===== src/rtl/spi_ram_pkg.sv =====
// Shared definitions for the SPI RAM host master.
// Frame word layout is {opcode[1:0], payload[7:0]}, sent MSB first after a
// leading copy of the opcode MSB (the command bit). No ports; package only.
package spi_ram_pkg;

  localparam int FRAME_BITS = 11;
  localparam int DATA_W     = 8;
  localparam int WORD_W     = 10;

  localparam logic [1:0] OP_WR_ADDR = 2'b00;
  localparam logic [1:0] OP_WR_DATA = 2'b01;
  localparam logic [1:0] OP_RD_ADDR = 2'b10;
  localparam logic [1:0] OP_RD_DATA = 2'b11;

  typedef enum logic [2:0] {
    IDLE  = 3'd0,
    SHIFT = 3'd1,
    TURN  = 3'd2,
    RECV  = 3'd3,
    GAP   = 3'd4
  } state_t;

  function automatic logic [WORD_W-1:0] frame_word(input logic [1:0]        op,
                                                   input logic [DATA_W-1:0] payload);
    return {op, payload};
  endfunction

endpackage


===== src/rtl/spi_frame_tx.sv =====
// Frame serializer: 10-bit load/shift register plus a 4-bit bit counter.
// The first cycle after load repeats word[9] as the command bit, then the
// ten word bits follow MSB first, giving an 11-cycle frame.
// Ports:
//   clk, rst   clock, synchronous active-high reset
//   load       capture word, restart bit counter at 0
//   shift_en   advance one bit (held high while the frame is on the wire)
//   word       frame word {opcode, payload}
//   mosi       current serial bit
//   last_bit   bit counter is on the final (11th) bit
module spi_frame_tx
  import spi_ram_pkg::*;
(
  input  logic              clk,
  input  logic              rst,
  input  logic              load,
  input  logic              shift_en,
  input  logic [WORD_W-1:0] word,
  output logic              mosi,
  output logic              last_bit
);

  logic [WORD_W-1:0] sreg;
  logic [3:0]        bit_cnt;

  always_ff @(posedge clk) begin
    if (rst) begin
      sreg    <= '0;
      bit_cnt <= '0;
    end else if (load) begin
      sreg    <= word;
      bit_cnt <= '0;
    end else if (shift_en) begin
      bit_cnt <= bit_cnt + 4'd1;
      // bit 0 (command bit) and bit 1 both present word[9]; shifting starts after bit 1
      if (bit_cnt != 4'd0) begin
        sreg <= {sreg[WORD_W-2:0], 1'b0};
      end
    end
  end

  assign mosi     = sreg[WORD_W-1];
  assign last_bit = (bit_cnt == 4'(FRAME_BITS - 1));

endmodule


===== src/rtl/spi_ram_master.sv =====
// Host-side SPI master that turns a single-cycle write/read request into the
// two-frame command sequence of the SPI slave + RAM subsystem, and returns
// read data sampled from MISO.
//
// state | meaning
// IDLE  | waiting for a host request, cmd_ready high
// SHIFT | SS_n low, 11-bit frame on MOSI
// TURN  | read only: SS_n low, MOSI 0, slave turnaround
// RECV  | read only: SS_n low, 8 MISO samples MSB first
// GAP   | SS_n high after every frame; phase picks next frame or IDLE
//
// Ports:
//   clk, rst                      clock, synchronous active-high reset
//   cmd_valid/cmd_ready           host request handshake
//   cmd_write, cmd_addr, cmd_wdata request fields, latched on accept
//   rsp_valid, rsp_rdata          one-cycle read response, data held
//   busy                          any state other than IDLE
//   SS_n, MOSI, MISO              SPI pins
module spi_ram_master
  import spi_ram_pkg::*;
#(
  parameter int ADDR_SIZE   = 8,
  parameter int GAP_CYCLES  = 1,
  parameter int TURN_CYCLES = 2
) (
  input  logic                 clk,
  input  logic                 rst,
  input  logic                 cmd_valid,
  output logic                 cmd_ready,
  input  logic                 cmd_write,
  input  logic [ADDR_SIZE-1:0] cmd_addr,
  input  logic [DATA_W-1:0]    cmd_wdata,
  output logic                 rsp_valid,
  output logic [DATA_W-1:0]    rsp_rdata,
  output logic                 busy,
  output logic                 SS_n,
  output logic                 MOSI,
  input  logic                 MISO
);

  localparam int CNT_MAX = (GAP_CYCLES > TURN_CYCLES) ? GAP_CYCLES : TURN_CYCLES;
  localparam int CNT_W   = $clog2(CNT_MAX + 1);

  state_t            state, state_next;
  logic              phase;
  logic              wr_q;
  logic [DATA_W-1:0] wdata_q;
  logic [CNT_W-1:0]  cnt;
  logic [3:0]        rx_cnt;
  logic [DATA_W-1:0] rx_sreg;

  logic              accept;
  logic              turn_done;
  logic              gap_done;
  logic              recv_done;
  logic              rd_data_frame;
  logic              second_load;

  logic              tx_load;
  logic              tx_en;
  logic [WORD_W-1:0] tx_word;
  logic              tx_mosi;
  logic              tx_last;

  assign accept        = cmd_valid && (state == IDLE);
  assign turn_done     = (cnt == CNT_W'(TURN_CYCLES - 1));
  assign gap_done      = (cnt == CNT_W'(GAP_CYCLES - 1));
  assign recv_done     = (rx_cnt == 4'(DATA_W - 1));
  assign rd_data_frame = phase && !wr_q;
  assign second_load   = (state == GAP) && gap_done && !phase;

  // state register
  always_ff @(posedge clk) begin
    if (rst) begin
      state <= IDLE;
    end else begin
      state <= state_next;
    end
  end

  // next-state logic
  always_comb begin
    state_next = state;
    unique case (state)
      IDLE:  if (cmd_valid) state_next = SHIFT;
      SHIFT: begin
        if (tx_last) begin
          if (rd_data_frame) begin
            state_next = (TURN_CYCLES == 0) ? RECV : TURN;
          end else begin
            state_next = GAP;
          end
        end
      end
      TURN:  if (turn_done) state_next = RECV;
      RECV:  if (recv_done) state_next = GAP;
      GAP:   if (gap_done) state_next = phase ? IDLE : SHIFT;
      default: state_next = IDLE;
    endcase
  end

  // outputs and serializer control
  always_comb begin
    cmd_ready = (state == IDLE);
    busy      = (state != IDLE);
    SS_n      = !((state == SHIFT) || (state == TURN) || (state == RECV));
    MOSI      = (state == SHIFT) ? tx_mosi : 1'b0;
    tx_en     = (state == SHIFT);
    tx_load   = accept || second_load;
    // The first frame is loaded straight from the request, so the address
    // is held by the serializer itself rather than a separate register.
    if (state == IDLE) begin
      tx_word = frame_word(cmd_write ? OP_WR_ADDR : OP_RD_ADDR, DATA_W'(cmd_addr));
    end else if (wr_q) begin
      tx_word = frame_word(OP_WR_DATA, wdata_q);
    end else begin
      tx_word = frame_word(OP_RD_DATA, '0);
    end
  end

  always_ff @(posedge clk) begin
    if (rst) begin
      phase     <= 1'b0;
      wr_q      <= 1'b0;
      wdata_q   <= '0;
      cnt       <= '0;
      rx_cnt    <= '0;
      rx_sreg   <= '0;
      rsp_valid <= 1'b0;
      rsp_rdata <= '0;
    end else begin
      if (accept) begin
        wr_q    <= cmd_write;
        wdata_q <= cmd_wdata;
        phase   <= 1'b0;
      end else if (second_load) begin
        phase <= 1'b1;
      end

      if (((state == TURN) || (state == GAP)) && (state_next == state)) begin
        cnt <= cnt + CNT_W'(1);
      end else begin
        cnt <= '0;
      end

      if ((state == RECV) && !recv_done) begin
        rx_cnt <= rx_cnt + 4'd1;
      end else begin
        rx_cnt <= '0;
      end

      if (state == RECV) begin
        rx_sreg <= {rx_sreg[DATA_W-2:0], MISO};
      end

      // response lands in the first GAP cycle after the last sample
      rsp_valid <= (state == RECV) && recv_done;
      if ((state == RECV) && recv_done) begin
        rsp_rdata <= {rx_sreg[DATA_W-2:0], MISO};
      end
    end
  end

  spi_frame_tx u_frame_tx (
    .clk      (clk),
    .rst      (rst),
    .load     (tx_load),
    .shift_en (tx_en),
    .word     (tx_word),
    .mosi     (tx_mosi),
    .last_bit (tx_last)
  );

endmodule


===== config.mk =====
export PLATFORM = sky130hd
export DESIGN_NAME = spi_ram_master
export DESIGN_NICKNAME = d
export VERILOG_FILES = /design/src/rtl/spi_ram_pkg.sv /design/src/rtl/spi_frame_tx.sv /design/src/rtl/spi_ram_master.sv
export SDC_FILE = /design/constraint.sdc
export NUM_CORES = 1
export LEC_CHECK = 0
export CORE_MARGIN = 2
export CORE_UTILIZATION = 40
export DETAILED_ROUTE_END_ITERATION = 8
export GPL_TIMING_DRIVEN = 0
export SYNTH_ARGS = -nofsm -noshare
export SYNTH_HDL_FRONTEND = slang
export SYNTH_SLANG_ARGS = --single-unit

===== constraint.sdc =====
create_clock -name clk -period 3 [get_ports clk]
set_input_delay 0.6 -clock clk [delete_from_list [all_inputs] [get_ports clk]]
set_output_delay 0.6 -clock clk [all_outputs]
set_load 0.01 [all_outputs]

# ---- Yosys cells after proc, flatten, opt, wreduce, memory -nomap -nowiden
# Index checks and enable logic that the tools add are counted.
dict set report totals {
  reg_bits 49
  elab_cells 65
  in_bits 21
  out_inout_bits 13
}
dict set report op_classes {
  reduce_logical 26
  n_addsub 3
  eq_ne 8
  bitwise_logic 2
  muxes 15
}
# operator count
set ops {}
lappend ops {{$mux W10} 5}
lappend ops {{$mux W3} 6}
lappend ops {{$pmux W3 S5} 1}
lappend ops {{$add A4 B1 Y4 const B} 2}
lappend ops {{$reduce_or A2 Y1} 4}
lappend ops {{$logic_and A1 B1 Y1} 7}
lappend ops {{$eq A3 B2 Y1 const B} 2}
lappend ops {{$eq A4 B3 Y1 const B} 1}
lappend ops {{$eq A4 B4 Y1 const B} 1}
lappend ops {{$logic_not A1 Y1} 4}
lappend ops {{$logic_or A1 B1 Y1} 4}
lappend ops {{$reduce_bool A2 Y1} 2}
lappend ops {{$reduce_bool A4 Y1} 1}
lappend ops {{$eq A3 B1 Y1 const B} 1}
lappend ops {{$eq A3 B3 Y1} 1}
lappend ops {{$eq A3 B3 Y1 const B} 1}
lappend ops {{$logic_not A3 Y1} 1}
lappend ops {{$reduce_bool A3 Y1} 1}
lappend ops {{$add A2 B1 Y2 const B} 1}
lappend ops {{$eq A2 B1 Y1 const B} 1}
lappend ops {{$logic_not A2 Y1} 1}
lappend ops {{$mux W1} 2}
lappend ops {{$mux W2} 1}
lappend ops {{$not A1 Y1} 2}
lappend ops {{$reduce_and A2 Y1} 1}

# ---- Longest topological paths before layout
# Gate-level depths: netlist (run 1).
dict set report logic_depth {
  ltp_word 9
  mapped_depth 7
  ltp_nobuf 6
}

# ---- Cells and area by module
# Synthesis (run 1) repeated with hierarchy kept, for this count alone.
dict set report hier_totals {
  cells_unflattened 280
  area_unflattened_um2 2309.7
}
# module instances cells_each seq_area_each_um2 area_each_um2
set by_module_without_submodules {}
lappend by_module_without_submodules {spi_ram_master 1 201 700.7 1622.8}
lappend by_module_without_submodules {spi_frame_tx 1 79 280.3 686.9}

# ---- Worst setup path after synthesis (run 1)
# No wires, ideal clock.
dict set report synth_timing {
  kind {flip-flop to output port}
  startpoint {reg state[2]}
  endpoint {out busy}
  setup_slack_ns 1.241
  n_path_buf 2
  t_arrival_ns 1.159
  required_ns 2.400
  stages_incl_launch_ff 5
  path_cell_list {dfxtp_1 buf_2 nor3_2 buf_2 inv_1}
}
dict set report synth_via {
  elab_chain_cells 1
}
# element line
set synth_lines {}
lappend synth_lines {{start: declaration} spi_ram_master.sv:44} ;# state_t state, state_next;
lappend synth_lines {{start signal: assignment} spi_ram_master.sv:77} ;# state <= state_next;
lappend synth_lines {{$reduce_bool A3 Y1} spi_ram_master.sv:105} ;# busy = (state != IDLE);
lappend synth_lines {{end: declaration} spi_ram_master.sv:35} ;# output logic busy,
# Every way passes these cells.

# ---- Worst setup path in the final report (run 1)
dict set report layout_timing {
  startpoint {reg state[2]}
  endpoint {out cmd_ready}
}
dict set report layout_via {
  elab_chain_cells 1
}
# element line
set layout_lines {}
lappend layout_lines {{$logic_not A3 Y1} spi_ram_master.sv:104} ;# cmd_ready = (state == IDLE);
lappend layout_lines {{end: declaration} spi_ram_master.sv:29} ;# output logic cmd_ready,
# Every way passes these cells.

==> impl_metrics.toml, run 1 <==
[worst_hold_path]
hold_class = "register to register"

[sta]
period_needed_ns = 2.65
timing.final.ws_setup_ns = 0.352
setup_tns_ns = 0
tightestPinTransition_ns = 0.897
fmaxAchievable_mhz = 378
setup_viol = 0
finClkSkew_ns = 0.00580
grt_setup_unrepaired = "no"
slew_viol_final = 0
slew_headroom = 0.400
post-route-period-util = 0.883
finalHoldViolCount = 0

[clock_network]
cts_buffer_depth = 2
cts_resized = 0
cts_buffers = 5
clock_sinks = 49
cts_tree = "yes"
cts_hold_buf = 0
cts_setup_buffers = 0
cts.clk_slew.worst_paths_ns = 0.09
cts_root_buf = "clkbuf_8"
clk_latency_ns = 0.30
htree_levels = 2

[synthesis]
synth_edf_count = 0
yosys.area.top_type_share = 0.438
yosysSeqAreaShare = 0.438
synth_top_area_cell = "dfxtp_1"
synth.distinct_cells = 41
synth_area_leaders = "dfxtp_1 (44%), mux2i_1 (7.1%), nand2_1 (6.0%)"
synth_nets = 282
async_reset_ff_frac = 0
synth_seq_cells = 49
postSynthAreaPerCell_um2 = 8.79
synthesis.area_mm2 = 0.00224
yosysWarnings = 0
synthFlopType = "dfxtp_1"
netlist_instances = 255

[grt]
antenna_found_initial = 0
track_usage = 0.166
grt_max_degree = 15
grt_first_pass_wirelength_um = 8280
grt_pass1_vias = 1767
gr-total-overflow = 0

[placed_design]
place_ws_ns = 0.644
gp_congestion = 0.785
io_buffers = 32
hpwl_um = 3480

[floorplan]
die_w_um = 78.9
start_util = 0.410
boundaryPins = 34
core_mm2 = 0.00547
die_area_mm2 = 0.00622
fp-row-count = 27
die_h_um = 78.9

[final_layout]
area_delta_synth_final_pct = 22.0
nets = 321
drive_above_1_share = 0.0780
antenna_cells = 0
most-common-layout-cells = "dfxtp_1 (49), nand2_1 (36), clkdlybuf4s50_1 (32)"
final_common_cell = "dfxtp_1"

[run]
cap_violations = 0

[drt]
drt-pass1-iter-count = 4
drt-vias-per-instance = 4.90
ant_nets = 0
dr_total_vias = 1800
drtIter0Drc = 87
wl_per_cell_um = 12.9
routed_wl_um = 4740
drc = 0

[critical_path]
crit_arrival_ns = 2.05
cp-start-kind = "register"
crit_required_ns = 2.40
worstSetupEndpointType = "primary output"
crit_type = "register to primary output"
critPathMaxFanout = 10

[power]
p_leak_uw = 0.000944
power_density_mw_per_mm2 = 441
ir_drop_mv = 0.207

[status]
status = "finished clean"
metrics by stage:
step / instance area [um2] / power [uW] / instances / utilization / hold WS [ns]
global placement: 2650 / 849 / 359 / 0.485 / 0.435
finish: 2740 / 1210 / 367 / 0.500 / 0.461
floorplan: 2240 / 791 / 255 / - / 0.418
global route: 2740 / 1260 / 367 / 0.500 / 0.484
CTS: 2740 / 1220 / 367 / 0.500 / 0.464
detailed placement: 2650 / 850 / 359 / 0.485 / 0.447
synthesized netlist by cell type, types with 3 or more instances:
cell and count:
a211oi_2 3, inv_1 9, a211oi_1 9, xor2_1 3, dfxtp_1 49, o21ai_0 3, a21oi_1 25, clkbuf_1 8
buf_6 3, nor3_1 6, nand2_1 36, ha_1 6, buf_2 3, nor2b_1 4, nand3b_1 5, and3b_1 3
nor2_1 26, nand3_1 10, mux2i_1 16
flip-flops by register name, summed over array words and instances, names as in the netlist, 2 cells and up:
signal,flops
u_frame_tx.sreg,10
u_frame_tx.bit_cnt,4
state,3
rsp_rdata,8
wdata_q,8
rx_sreg,7
rx_cnt,4
cnt,2
area by class of cell:
cell class / count / area, um2
multi-input combinational: 182 / 1140
clock inverter: 2 / 10.0
buffer: 15 / 82.6
tap: 72 / 90.1
timing repair buffer: 32 / 320
sequential: 49 / 981
fill: 550 / 2740
inverter: 9 / 33.8
clock buffer: 6 / 72.6
power breakdown:
group          switching [uW]  internal [uW]
clock network             212            162
logic                    77.5           73.1
registers                11.5            671
total                     301            906
cells by family (layout without fill, tap and decap cells):
kind of cell               count (synthesis)  after routing  share of synthesized area
AOI/OAI and AO/OA                         49             49                      0.146
buffers and inverters                     24             64                     0.0519
adders and majority gates                  6              6                     0.0335
xor gates and xnor gates                   5              5                     0.0195
and+or+nand+nor                          106            106                      0.241
DFF                                       49             49                      0.437
muxes                                     16             16                     0.0714
path summary, 6_finish.rpt:
kind,to,cells past startpoint,from,slack [ns]
worst min-delay path,rx_cnt[0],1,rx_cnt[0],0.46
worst max register to register,u_frame_tx.sreg[2],6,state[0],1.18
worst max-delay path,cmd_ready,4,state[2],0.35
worst min register to register,rx_cnt[0],1,rx_cnt[0],0.46
per-layer routing:
layer,track usage,vias up,wire [um]
met4,0.0517,0,48
met1,0.238,815,2450
met3,0.0273,4,127
li1,-,958,-
met2,0.257,23,2120
met5,0,-,0
critical path, cell delays in order, from the launching register on:
cell and delay, ns:
dfxtp_1 0.35, buf_2 0.19, nor3_2 0.36, buf_2 0.29
clkdlybuf4s50_1 0.56
No activity file was read; power rests on OpenSTA's default activity.
==> run 2, diff against run 1 <==
--- a/config.mk
+++ b/config.mk
@@ -5,10 +5,13 @@
 export SDC_FILE = /design/constraint.sdc
 export NUM_CORES = 1
 export LEC_CHECK = 0
+export CELL_PAD_IN_SITES_DETAIL_PLACEMENT = 0
+export CELL_PAD_IN_SITES_GLOBAL_PLACEMENT = 1
 export CORE_MARGIN = 2
 export CORE_UTILIZATION = 40
 export DETAILED_ROUTE_END_ITERATION = 8
 export GPL_TIMING_DRIVEN = 0
+export PLACE_DENSITY_LB_ADDON = 0.1
 export SYNTH_ARGS = -nofsm -noshare
 export SYNTH_HDL_FRONTEND = slang
 export SYNTH_SLANG_ARGS = --single-unit
==> run 2 against run 1 <==
Net effect:
- first-iteration DRC count is 1.1% higher
- clock skew is 0.0025 ns higher
- critical path depth stayed put
- flip-flop and latch count stayed put
- via count is 2.7% higher
- sequential power hardly changed
- register-to-register slack hardly changed
- critical path type unchanged
==> impl_metrics.toml, run 2 (synthesis results as in run 1) <==
[status]
status = "finished clean"

[run]
cap_violations = 0

[sta]
setup_tns_ns = 0
tightestPinTransition_ns = 0.997
setup_viol = 0
hold_ws_ns = 0.462
finalHoldViolCount = 0
fmaxAchievable_mhz = 373
period_needed_ns = 2.68
slew_headroom = 0.334
post-route-period-util = 0.893
grt_setup_unrepaired = "no"
slew_viol_final = 0
finClkSkew_ns = 0.00829

[drt]
routed_wl_um = 4970
dr_total_vias = 1849
drt-pass1-iter-count = 4
wl_per_cell_um = 13.6
drt-vias-per-instance = 5.05
ant_nets = 0
drc = 0
drtIter0Drc = 88

[critical_path]
cp_cell_sequence = "buf_2 > nor3_2 > buf_2 > clkdlybuf4s50_1"
cp_slowest_cell = "clkdlybuf4s50_1"
critPathMaxStageDelay_ns = 0.57
cp-start-kind = "register"
crit_top_cell = "buf_2"
worstReg2RegEnd = "u_frame_tx.sreg[8]"
rrSetupSlack_ns = 1.17
critPathMaxFanout = 10
crit_required_ns = 2.40
r2r-start = "state[2]"
crit_arrival_ns = 2.08
rr_worst_depth = 5
worstSetupEndpointType = "primary output"
crit_type = "register to primary output"

[placed_design]
hpwl_um = 3620
io_buffers = 32
gp_congestion = 0.773

[final_layout]
drive_above_1_share = 0.0782
most-common-layout-cells = "dfxtp_1 (49), nand2_1 (36), clkdlybuf4s50_1 (32)"
area_delta_synth_final_pct = 22.1
final_common_cell = "dfxtp_1"
top_regs = "u_frame_tx.sreg: 10 flops, rsp_rdata: 8 flops, wdata_q: 8 flops"
final_util = 0.500
nets = 321
regMostFlops = "u_frame_tx.sreg"
antenna_cells = 0
largest_reg_flops = 10

[clock_network]
cts.clk_slew.worst_paths_ns = 0.09
clk_latency_ns = 0.30
cts_root_buf = "clkbuf_8"
clock_sinks = 49
cts_buffers = 5
cts_tree = "yes"
cts_setup_buffers = 0
cts_hold_buf = 0
cts_buffer_depth = 2
htree_levels = 2
cts_resized = 0

[power]
p_leak_uw = 0.000939
pwr-share-comb = 0.126
power_density_mw_per_mm2 = 444
clkPwrFrac = 0.312
switching_share = 0.255
pwr-share-seq = 0.562
power.switching_uw = 310
p_int_uw = 905
ir_drop_mv = 0.232

[grt]
antenna_found_initial = 0
grt_max_degree = 16
grt_pass1_vias = 1861
gr-total-overflow = 0
track_usage = 0.174
grt_first_pass_wirelength_um = 8530

[floorplan]
die_w_um = 78.9
die_area_mm2 = 0.00622
boundaryPins = 34
die_h_um = 78.9
core_mm2 = 0.00547
start_util = 0.410
fp-row-count = 27

[worst_hold_path]
hold_class = "register to register"
holdPathStages = 2
holdPathEnd = "wdata_q[4]"
min_from = "wdata_q[4]"
[run 2: metrics by stage]
step / std cells / setup WS, ns / instance area [um2] / power (uW)
CTS: 366 / 0.309 / 2740 / 1230
finish: 366 / 0.320 / 2740 / 1220
detailed placement: 359 / 0.641 / 2650 / 851
global route: 366 / 0.166 / 2740 / 1270
floorplan: 255 / 1.24 / 2240 / 791
global placement: 359 / 0.623 / 2650 / 850
[run 2: final cells by class]
| cell class | instances | area [um2] |
|---|---|---|
| plain buffers | 15 | 82.6 |
| well taps | 72 | 90.1 |
| repair buffers | 32 | 320 |
| multi-input cells | 182 | 1140 |
| fillers | 576 | 2740 |
| inverters | 9 | 33.8 |
| flip-flops and latches | 49 | 981 |
| clock buffers | 5 | 68.8 |
| clock inverters | 2 | 16.3 |
[run 2: worst max-delay path, delay by kind of cell (launching register included)]
family,cells,cell delay (ns)
buffers and inverters,3,1.05
AND/OR/NAND/NOR,1,0.37
flip-flops,1,0.35
[run 2: routing by layer]
metal / up-vias / global-route usage / routed length [um]
li1: 953 / - / -
met1: 860 / 0.221 / 2530
met2: 26 / 0.287 / 2200
met3: 10 / 0.0420 / 161
met4: 0 / 0.0638 / 84
met5: - / 0 / 0
[run 2: worst max-delay path by stage]
stage / startpoint / cells after the start / endpoint
6_report: state[2] / 4 / cmd_ready
3_3_place_gp: cmd_valid / 5 / u_frame_tx.sreg[8]
4_1_cts: state[2] / 4 / cmd_ready
5_1_grt: state[2] / 4 / cmd_ready
3_5_place_dp: cmd_valid / 5 / u_frame_tx.sreg[8]
2_1_floorplan: state[2] / 4 / busy
[run 2: power by group through the flow]
stage	combinational [uW]	clock (uW)	sequential, uW
floorplan	96.1	0	695
global placement	152	0	698
detailed placement	153	0	698
CTS	154	393	683
global route	169	416	686
finish	153	380	683
